===== src/rtl/stim_pkg.sv =====
// Shared types and constants for the stimulus sequencer.
package stim_pkg;

    localparam int NUM_VEC = 16;
    localparam int VEC_W   = 4;
    localparam int ERR_W   = 5;
    localparam int TIMER_W = 8;

    localparam logic [VEC_W-1:0] LAST_VEC = VEC_W'(NUM_VEC - 1);

    typedef enum logic [1:0] {
        IDLE  = 2'd0,
        DRIVE = 2'd1,
        DONE  = 2'd2
    } state_t;

endpackage


===== src/rtl/stim_seq_if.sv =====
// Sequencer-side bundle: sweep control, vector to the DUT, response and check results.
interface stim_seq_if;
    import stim_pkg::*;

    logic             start;
    logic             pause;
    logic             f_in;
    logic [VEC_W-1:0] vec_out;
    logic             vec_valid;
    logic             busy;
    logic             done;
    logic [ERR_W-1:0] err_count;
    logic             mismatch;

    modport master (
        output start, pause, f_in,
        input  vec_out, vec_valid, busy, done, err_count, mismatch
    );

    modport slave (
        input  start, pause, f_in,
        output vec_out, vec_valid, busy, done, err_count, mismatch
    );

endinterface


===== src/rtl/hold_timer.sv =====
// Per-vector hold timer: counts enabled cycles, flags terminal count at HOLD_CYCLES-1.
module hold_timer
    import stim_pkg::*;
#(
    parameter int HOLD_CYCLES = 10
) (
    input  logic clk,
    input  logic rst,
    input  logic i_en,
    input  logic i_clr,
    output logic o_tc
);

    logic [TIMER_W-1:0] r_cnt;

    always_ff @(posedge clk) begin
        if (rst || i_clr) begin
            r_cnt <= '0;
        end else if (i_en) begin
            r_cnt <= r_cnt + TIMER_W'(1);
        end
    end

    assign o_tc = (r_cnt == TIMER_W'(HOLD_CYCLES - 1));

endmodule


===== src/rtl/stim_seq.sv =====
// Exhaustive 4-input stimulus sequencer with optional response checker.
// Build option: define STIM_CHECK_EN to include the TRUTH comparison and error counter.
//
//   state | meaning
//   IDLE  | after reset, waiting for start; vec_out holds
//   DRIVE | presenting vectors 0..15, HOLD_CYCLES unpaused cycles each
//   DONE  | sweep finished, vec_out holds 15; start re-runs the sweep
module stim_seq
    import stim_pkg::*;
#(
    parameter int                 HOLD_CYCLES = 10,
    parameter logic [NUM_VEC-1:0] TRUTH       = 16'h0000
) (
    input  logic       clk,
    input  logic       rst,
    stim_seq_if.slave  bus
);

    state_t           r_state;
    state_t           w_state_nxt;
    logic [VEC_W-1:0] r_vec;
    logic             w_load;
    logic             w_run;
    logic             w_step;
    logic             w_tc;

    always_ff @(posedge clk) begin
        if (rst) begin
            r_state <= IDLE;
        end else begin
            r_state <= w_state_nxt;
        end
    end

    always_comb begin
        w_state_nxt = r_state;
        w_load      = 1'b0;
        w_run       = 1'b0;
        w_step      = 1'b0;
        unique case (r_state)
            IDLE, DONE: begin
                if (bus.start) begin
                    w_state_nxt = DRIVE;
                    w_load      = 1'b1;
                end
            end
            DRIVE: begin
                w_run  = !bus.pause;
                w_step = !bus.pause && w_tc;
                if (w_step && (r_vec == LAST_VEC)) begin
                    w_state_nxt = DONE;
                end
            end
            default: begin
                w_state_nxt = IDLE;
            end
        endcase
    end

    // The last vector stays on the bus after the sweep; no wrap to 0.
    always_ff @(posedge clk) begin
        if (rst || w_load) begin
            r_vec <= '0;
        end else if (w_step && (r_vec != LAST_VEC)) begin
            r_vec <= r_vec + VEC_W'(1);
        end
    end

    hold_timer #(
        .HOLD_CYCLES (HOLD_CYCLES)
    ) u_hold_timer (
        .clk   (clk),
        .rst   (rst),
        .i_en  (w_run),
        .i_clr (w_load || w_step),
        .o_tc  (w_tc)
    );

    assign bus.vec_out   = r_vec;
    assign bus.busy      = (r_state == DRIVE);
    assign bus.vec_valid = (r_state == DRIVE);
    assign bus.done      = (r_state == DONE);

`ifdef STIM_CHECK_EN
    logic [ERR_W-1:0] r_err;
    logic             r_mismatch;
    logic             w_miss;

    assign w_miss = w_step && (bus.f_in != TRUTH[r_vec]);

    // Count saturates at one error per vector.
    always_ff @(posedge clk) begin
        if (rst) begin
            r_err      <= '0;
            r_mismatch <= 1'b0;
        end else begin
            r_mismatch <= w_miss;
            if (w_load) begin
                r_err <= '0;
            end else if (w_miss && (r_err != ERR_W'(NUM_VEC))) begin
                r_err <= r_err + ERR_W'(1);
            end
        end
    end

    assign bus.err_count = r_err;
    assign bus.mismatch  = r_mismatch;
`else
    logic w_unused_chk;
    assign w_unused_chk  = bus.f_in ^ (^TRUTH);
    assign bus.err_count = '0;
    assign bus.mismatch  = 1'b0;
`endif

endmodule


===== src/flat_wrapper.sv =====
// flat-port wrapper written by rule: the top's interface ports become plain ports
module stim_seq_flat import stim_pkg::*;
#(
    parameter int                 HOLD_CYCLES = 10,
    parameter logic [NUM_VEC-1:0] TRUTH       = 16'h0000
)
  (clk, rst, bus_start, bus_pause, bus_f_in, bus_vec_out, bus_vec_valid, bus_busy, bus_done, bus_err_count, bus_mismatch);
  stim_seq_if bus_i ();
  input  logic clk;
  input  logic rst;
  input wire logic [$bits(bus_i.start)-1:0] bus_start;
  input wire logic [$bits(bus_i.pause)-1:0] bus_pause;
  input wire logic [$bits(bus_i.f_in)-1:0] bus_f_in;
  output wire logic [$bits(bus_i.vec_out)-1:0] bus_vec_out;
  output wire logic [$bits(bus_i.vec_valid)-1:0] bus_vec_valid;
  output wire logic [$bits(bus_i.busy)-1:0] bus_busy;
  output wire logic [$bits(bus_i.done)-1:0] bus_done;
  output wire logic [$bits(bus_i.err_count)-1:0] bus_err_count;
  output wire logic [$bits(bus_i.mismatch)-1:0] bus_mismatch;
  assign bus_i.start = bus_start;
  assign bus_i.pause = bus_pause;
  assign bus_i.f_in = bus_f_in;
  assign bus_vec_out = bus_i.vec_out;
  assign bus_vec_valid = bus_i.vec_valid;
  assign bus_busy = bus_i.busy;
  assign bus_done = bus_i.done;
  assign bus_err_count = bus_i.err_count;
  assign bus_mismatch = bus_i.mismatch;
  stim_seq #(.HOLD_CYCLES(HOLD_CYCLES), .TRUTH(TRUTH)) u_core (.clk(clk), .rst(rst), .bus(bus_i));
endmodule

===== config.mk =====
export PLATFORM = sky130hd
export DESIGN_NAME = stim_seq_flat
export DESIGN_NICKNAME = d
export VERILOG_FILES = /design/src/rtl/stim_pkg.sv /design/src/rtl/stim_seq_if.sv /design/src/rtl/hold_timer.sv /design/src/rtl/stim_seq.sv /design/src/flat_wrapper.sv
export SDC_FILE = /design/constraint.sdc
export NUM_CORES = 1
export LEC_CHECK = 0
export CAP_MARGIN = 10
export CELL_PAD_IN_SITES_DETAIL_PLACEMENT = 0
export CELL_PAD_IN_SITES_GLOBAL_PLACEMENT = 1
export CORE_AREA = 2 2 50 52
export DETAILED_ROUTE_END_ITERATION = 8
export DIE_AREA = 0 0 52 54
export PLACE_DENSITY_LB_ADDON = 0.1
export SLEW_MARGIN = 20
export SYNTH_ARGS = -nofsm -noshare
export SYNTH_HDL_FRONTEND = slang
export SYNTH_HIERARCHICAL = 1
export SYNTH_SLANG_ARGS = --single-unit

===== constraint.sdc =====
create_clock -name clk -period 2.6 [get_ports clk]
set_input_delay 0.65 -clock clk [delete_from_list [all_inputs] [get_ports clk]]
set_output_delay 0.65 -clock clk [all_outputs]
set_load 0.01 [all_outputs]

Word level (Yosys, flattened, before mapping)
Cells that the tools add are included.
Widths: inputs -> output; s select.
{"block": "classes", "addsub": 2, "n_eq_ne": 7, "muxes": 7, "reduce_logical": 10}
{"op": "$add 8x1->8 const B", "count": 1}
{"op": "$eq 8x4->1 const B", "count": 1}
{"op": "$add 4x1->4 const B", "count": 1}
{"op": "$eq 4x4->1 const B", "count": 1}
{"op": "$mux 1", "count": 4}
{"op": "$mux 2", "count": 2}
{"op": "$ne 4x4->1 const B", "count": 1}
{"op": "$pmux 2 s2", "count": 1}
{"op": "$logic_and 1x1->1", "count": 3}
{"op": "$logic_or 1x1->1", "count": 3}
{"op": "$eq 2x1->1 const B", "count": 1}
{"op": "$eq 2x2->1 const B", "count": 1}
{"op": "$logic_not 2->1", "count": 1}
{"op": "$ne 2x1->1 const B", "count": 1}
{"op": "$ne 2x2->1 const B", "count": 1}
{"op": "$reduce_and 2->1", "count": 1}
{"op": "$reduce_or 2->1", "count": 1}
{"op": "$logic_not 1->1", "count": 1}
{"block": "totals", "register_bits": 14, "input_bits": 5, "out_inout_bits": 13, "elab_cells": 29}

Logic depth before layout (Yosys ltp)
{"block": "depth", "depth_word": 5, "ltp_mapped": 9, "ltp_nobuf": 8}

Hierarchy
The synthesis kept the hierarchy.
{"mod": "stim_seq", "instances": 1, "cells_each": 45, "area_each_um2": 395.4, "seq_area_each_um2": 120.1}
{"mod": "hold_timer", "instances": 1, "cells_each": 42, "area_each_um2": 374.1, "seq_area_each_um2": 160.2}

Worst setup path after synthesis
Ideal clock, no wire load.
{"block": "synth_timing", "path_type": "register -> register", "start": "register u_core.u_hold_timer.r_cnt[0]", "end": "register u_core.r_vec[3], in the netlist u_core/bus.vec_out[3]", "setup_time_ns": 0.070, "arrival_time_ns": 1.941, "t_required_ns": 2.530, "slack_ns": 0.590, "path_stages_with_launch": 7, "path_buffers": 0, "period_less_slack_ns": 2.010, "path_cell_list": "dfxtp_1 > ha_1 > nand4bb_1 > nor4_1 > nand4bb_4 > or4_1 > a21oi_1"}
{"block": "synth_via", "elab_chain_cells": 4}
{"item": "start, declared", "line_no": "hold_timer.sv:14", "source": "logic [TIMER_W-1:0] r_cnt;"}
{"item": "start signal, assigned", "line_no": "hold_timer.sv:20", "source": "r_cnt <= r_cnt + TIMER_W'(1);"}
{"item": "$eq 8x4->1", "line_no": "hold_timer.sv:24", "source": "assign o_tc = (r_cnt == TIMER_W'(HOLD_CYCLES - 1));"}
{"item": "named net u_core.w_tc", "line_no": "stim_seq.sv:25", "source": "logic w_tc;"}
{"item": "$logic_and 1x1->1", "line_no": "stim_seq.sv:49", "source": "w_step = !bus.pause && w_tc;"}
{"item": "$mux 1", "line_no": "stim_seq.sv:40", "source": "unique case (r_state)"}
{"item": "$logic_and 1x1->1", "line_no": "stim_seq.sv:64", "source": "end else if (w_step && (r_vec != LAST_VEC)) begin"}
{"item": "end signal, assigned", "line_no": "stim_seq.sv:65", "source": "r_vec <= r_vec + VEC_W'(1);"}
{"item": "end, declared", "line_no": "stim_seq.sv:21", "source": "logic [VEC_W-1:0] r_vec;"}
The timed path passes the listed nets, and every way through them passes these cells.
A chain may end at the register's enable or synchronous reset.

Worst setup path after layout
{"block": "layout_timing", "start": "register u_core.r_state[0]", "end": "output bus_busy"}
{"block": "layout_via", "elab_chain_cells": 1}
{"item": "start, declared", "line_no": "stim_seq.sv:19", "source": "state_t r_state;"}
{"item": "start signal, assigned", "line_no": "stim_seq.sv:31", "source": "r_state <= w_state_nxt;"}
{"item": "$eq 2x1->1", "line_no": "stim_seq.sv:80", "source": "assign bus.busy = (r_state == DRIVE);"}
{"item": "end, declared", "line_no": "flat_wrapper.sv:16", "source": "output wire logic [$bits(bus_i.busy)-1:0] bus_busy;"}
Every way passes these cells.

==> impl_metrics.json <==
{
  "status": "completed",
  "post-route-util": 0.392,
  "grt_max_degree": 9,
  "hold_viol": 0,
  "powerDensity_mw_per_mm2": 453,
  "slowest_delay_ns": 0.59,
  "p_leak_nw": 0.317,
  "postCtsSetupBuffers": 0,
  "critPathRequiredTime_ns": 1.95,
  "synth_area_um2": 769,
  "drc": 0,
  "core_area_mm2": 0.00232,
  "grt_pass1_wl_mm": 2.33,
  "r2r_slack_ns": 0.65,
  "cts.sinks": 14,
  "fillers": 241,
  "crit_family": "buffers and inverters",
  "clkSlewWorstSetupHoldPaths_ns": 0.09,
  "num_rows": 18,
  "cts_made_buffers": 3,
  "fmax_mhz": 452,
  "die_y_um": 54,
  "dr.pass1.iters": 4,
  "ir_drop_uv": 260,
  "io_buffers": 10,
  "antenna-diode-count": 0,
  "worstHoldPathCells": 2,
  "worst_slack_ns": 0.388,
  "place_inst": 124,
  "clk_path_buf_depth": 2,
  "antenna_found_initial": 0,
  "grtUsageTotal": 0.112,
  "post_drt_via_cell_ratio": 4.73,
  "dieArea_mm2": 0.00281,
  "dr_total_vias": 605,
  "tns_ns": 0,
  "final_max_slew_viol_count": 0,
  "overflow": 0,
  "pre_cts_slack_ns": 0.405,
  "use_met1": 0.146,
  "routed_wl_mm": 1.41,
  "ant_nets": 0,
  "period_share": 0.851,
  "rsz0062_at_grt": "false",
  "r2r_cells": 7,
  "hold_path_class": "flip-flop to flip-flop",
  "cts_tree": "done",
  "ctsHtreeMaxLevel": 1,
  "postCtsHoldBufs": 0,
  "critical_path_class": "flip-flop to primary output",
  "crit_path_max_fanout": 5,
  "synth-seq-area-share": 0.364,
  "die_w_um": 52,
  "syn-instance-count": 87,
  "critPathLaunchType": "flip-flop",
  "max_cap_violations": 0,
  "cts-root-buf": "clkbuf_4",
  "cp.depth": 2,
  "busiest_layer": "met2",
  "syn_to_final_growth_pct": 18.0,
  "postCtsResizedCells": 0,
  "drt_iter0_drc": 4,
  "met2_usage": 0.171,
  "io_pins": 18,
  "slowest_stage": "clkdlybuf4s50_1",
  "final_cells": 128,
  "min_period_ns": 2.21,
  "routabilityCongestion": 0.654,
  "cp_num_buf_inv": 1,
  "drive_above_1_share": 0.102,
  "grt_pass1_vias": 547,
  "yosys_warnings": 6,
  "skew_ns": 0.000438,
  "synth.avg_cell_area_um2": 8.84,
  "path_cells": "nor2b_1, clkdlybuf4s50_1",
  "start_util": 0.332,
  "clkLatencyLatePin_ns": 0.27,
  "setup_viol": 0,
  "synth_cell_types": 32,
  "worst_ep_arrival_time_ns": 1.56,
  "globalRouteMet3Util": 0.0222,
  "place_hpwl_mm": 1.05,
  "routedWlPerCell_um": 11.0,
  "ys_ff_latch": 14,
  "endpoint_kind": "primary output",
  "nets": 107,
  "power_w": 0.000411
}
## Yosys cell counts (all sizes together)
cell / instances / area [um^2]
o41ai: 1 / 8.76
nand3: 4 / 20.0
nand4b: 1 / 8.76
nor3b: 1 / 7.51
or4: 1 / 7.51
nor2: 5 / 18.8
buf: 8 / 57.6
dfxtp: 14 / 280
nand4bb: 2 / 38.8
and2b: 2 / 16.3
nand2: 4 / 15.0
a21oi: 9 / 45.0
nand4: 3 / 25.0
nand2b: 4 / 25.0
ha: 3 / 37.5
a211oi: 2 / 15.0
xnor2: 1 / 8.76
and4bb: 1 / 12.5
nor4: 1 / 6.26
o21ai: 6 / 30.0
or3: 4 / 25.0
or2: 1 / 6.26
and3: 1 / 6.26
clkbuf: 1 / 3.75
inv: 2 / 7.51
conb: 1 / 3.75
xor2: 3 / 26.3
nor2b: 1 / 6.26
## registers in the layout, indices dropped and copies added, names as in the netlist
signal	count
u_core/bus.vec_out	4
u_core/u_hold_timer/r_cnt	8
u_core/r_state	2
## stage by stage
| stage | instance area [um^2] | hold slack (ns) |
|---|---|---|
| after detailed placement | 872 | 0.485 |
| after floorplan | 788 | 0.458 |
| final | 908 | 0.505 |
| after global placement | 872 | 0.481 |
| after global routing | 908 | 0.542 |
| after CTS | 908 | 0.505 |
## layout make-up
type	instances	area, um^2	share of cell area
multi-input combinational	67	439	0.483
sequential	14	280	0.309
timing repair buffer	11	108	0.118
tap	30	37.5	0.0413
clock buffer	4	36.3	0.0399
inverter	2	7.51	0.00826
## cells by family after synthesis
kind of cell / synth area share
AND/OR/NAND/NOR: 0.319
AO/OA/AOI/OAI: 0.128
flip-flops: 0.364
buffers and inverters: 0.0894
XOR/XNOR: 0.0455
adder cells (fa/ha/maj): 0.0488
other: 0.00487
## layout by cell type (no fill, tap or decap), drive strengths merged
cell type / netlist / routed
o21ai: 6 / 6
dfxtp: 14 / 14
inv: 2 / 2
o41ai: 1 / 1
clkdlybuf4s50: 0 / 10
xor2: 3 / 3
a211oi: 2 / 2
a21oi: 9 / 9
conb: 1 / 6
xnor2: 1 / 1
or2: 1 / 1
buf: 8 / 1
or3: 4 / 4
nand4bb: 2 / 2
nand2b: 4 / 4
and3: 1 / 1
nor2: 5 / 5
and4bb: 1 / 1
nand2: 4 / 4
nor3b: 1 / 1
nand4b: 1 / 1
or4: 1 / 1
clkbuf: 1 / 4
nor4: 1 / 1
and2b: 2 / 2
nand3: 4 / 4
nand4: 3 / 3
nor2b: 1 / 1
ha: 3 / 3
## worst min-delay path, stage by stage (launching register included)
cell and delay [ns]:
dfxtp_1 0.33, o21ai_0 0.07, a21oi_1 0.06
## final timing paths
kind,from,end
worst max-delay path,u_core/r_state[0],bus_busy
worst max register to register,u_core/u_hold_timer/r_cnt[0],u_core/bus.vec_out[3]
worst min-delay path,u_core/u_hold_timer/r_cnt[7],u_core/u_hold_timer/r_cnt[7]
worst min register to register,u_core/u_hold_timer/r_cnt[7],u_core/u_hold_timer/r_cnt[7]
## power breakdown
part	leakage [nW]	internal [W]	switching, W	total (W)
logic	0.183	0.0000163	0.0000186	0.0000349
clock network	0.0210	0.0000850	0.0000707	0.000156
registers	0.113	0.000217	0.00000354	0.000220
## routing by layer
metal,vias to the layer above,share of wire,routed length [um]
li1,324,-,-
met5,-,0,0
met4,0,0.011,15
met2,11,0.44,614
met3,2,0.053,74
met1,268,0.50,705
No activity file was read; power rests on OpenSTA's default activity.
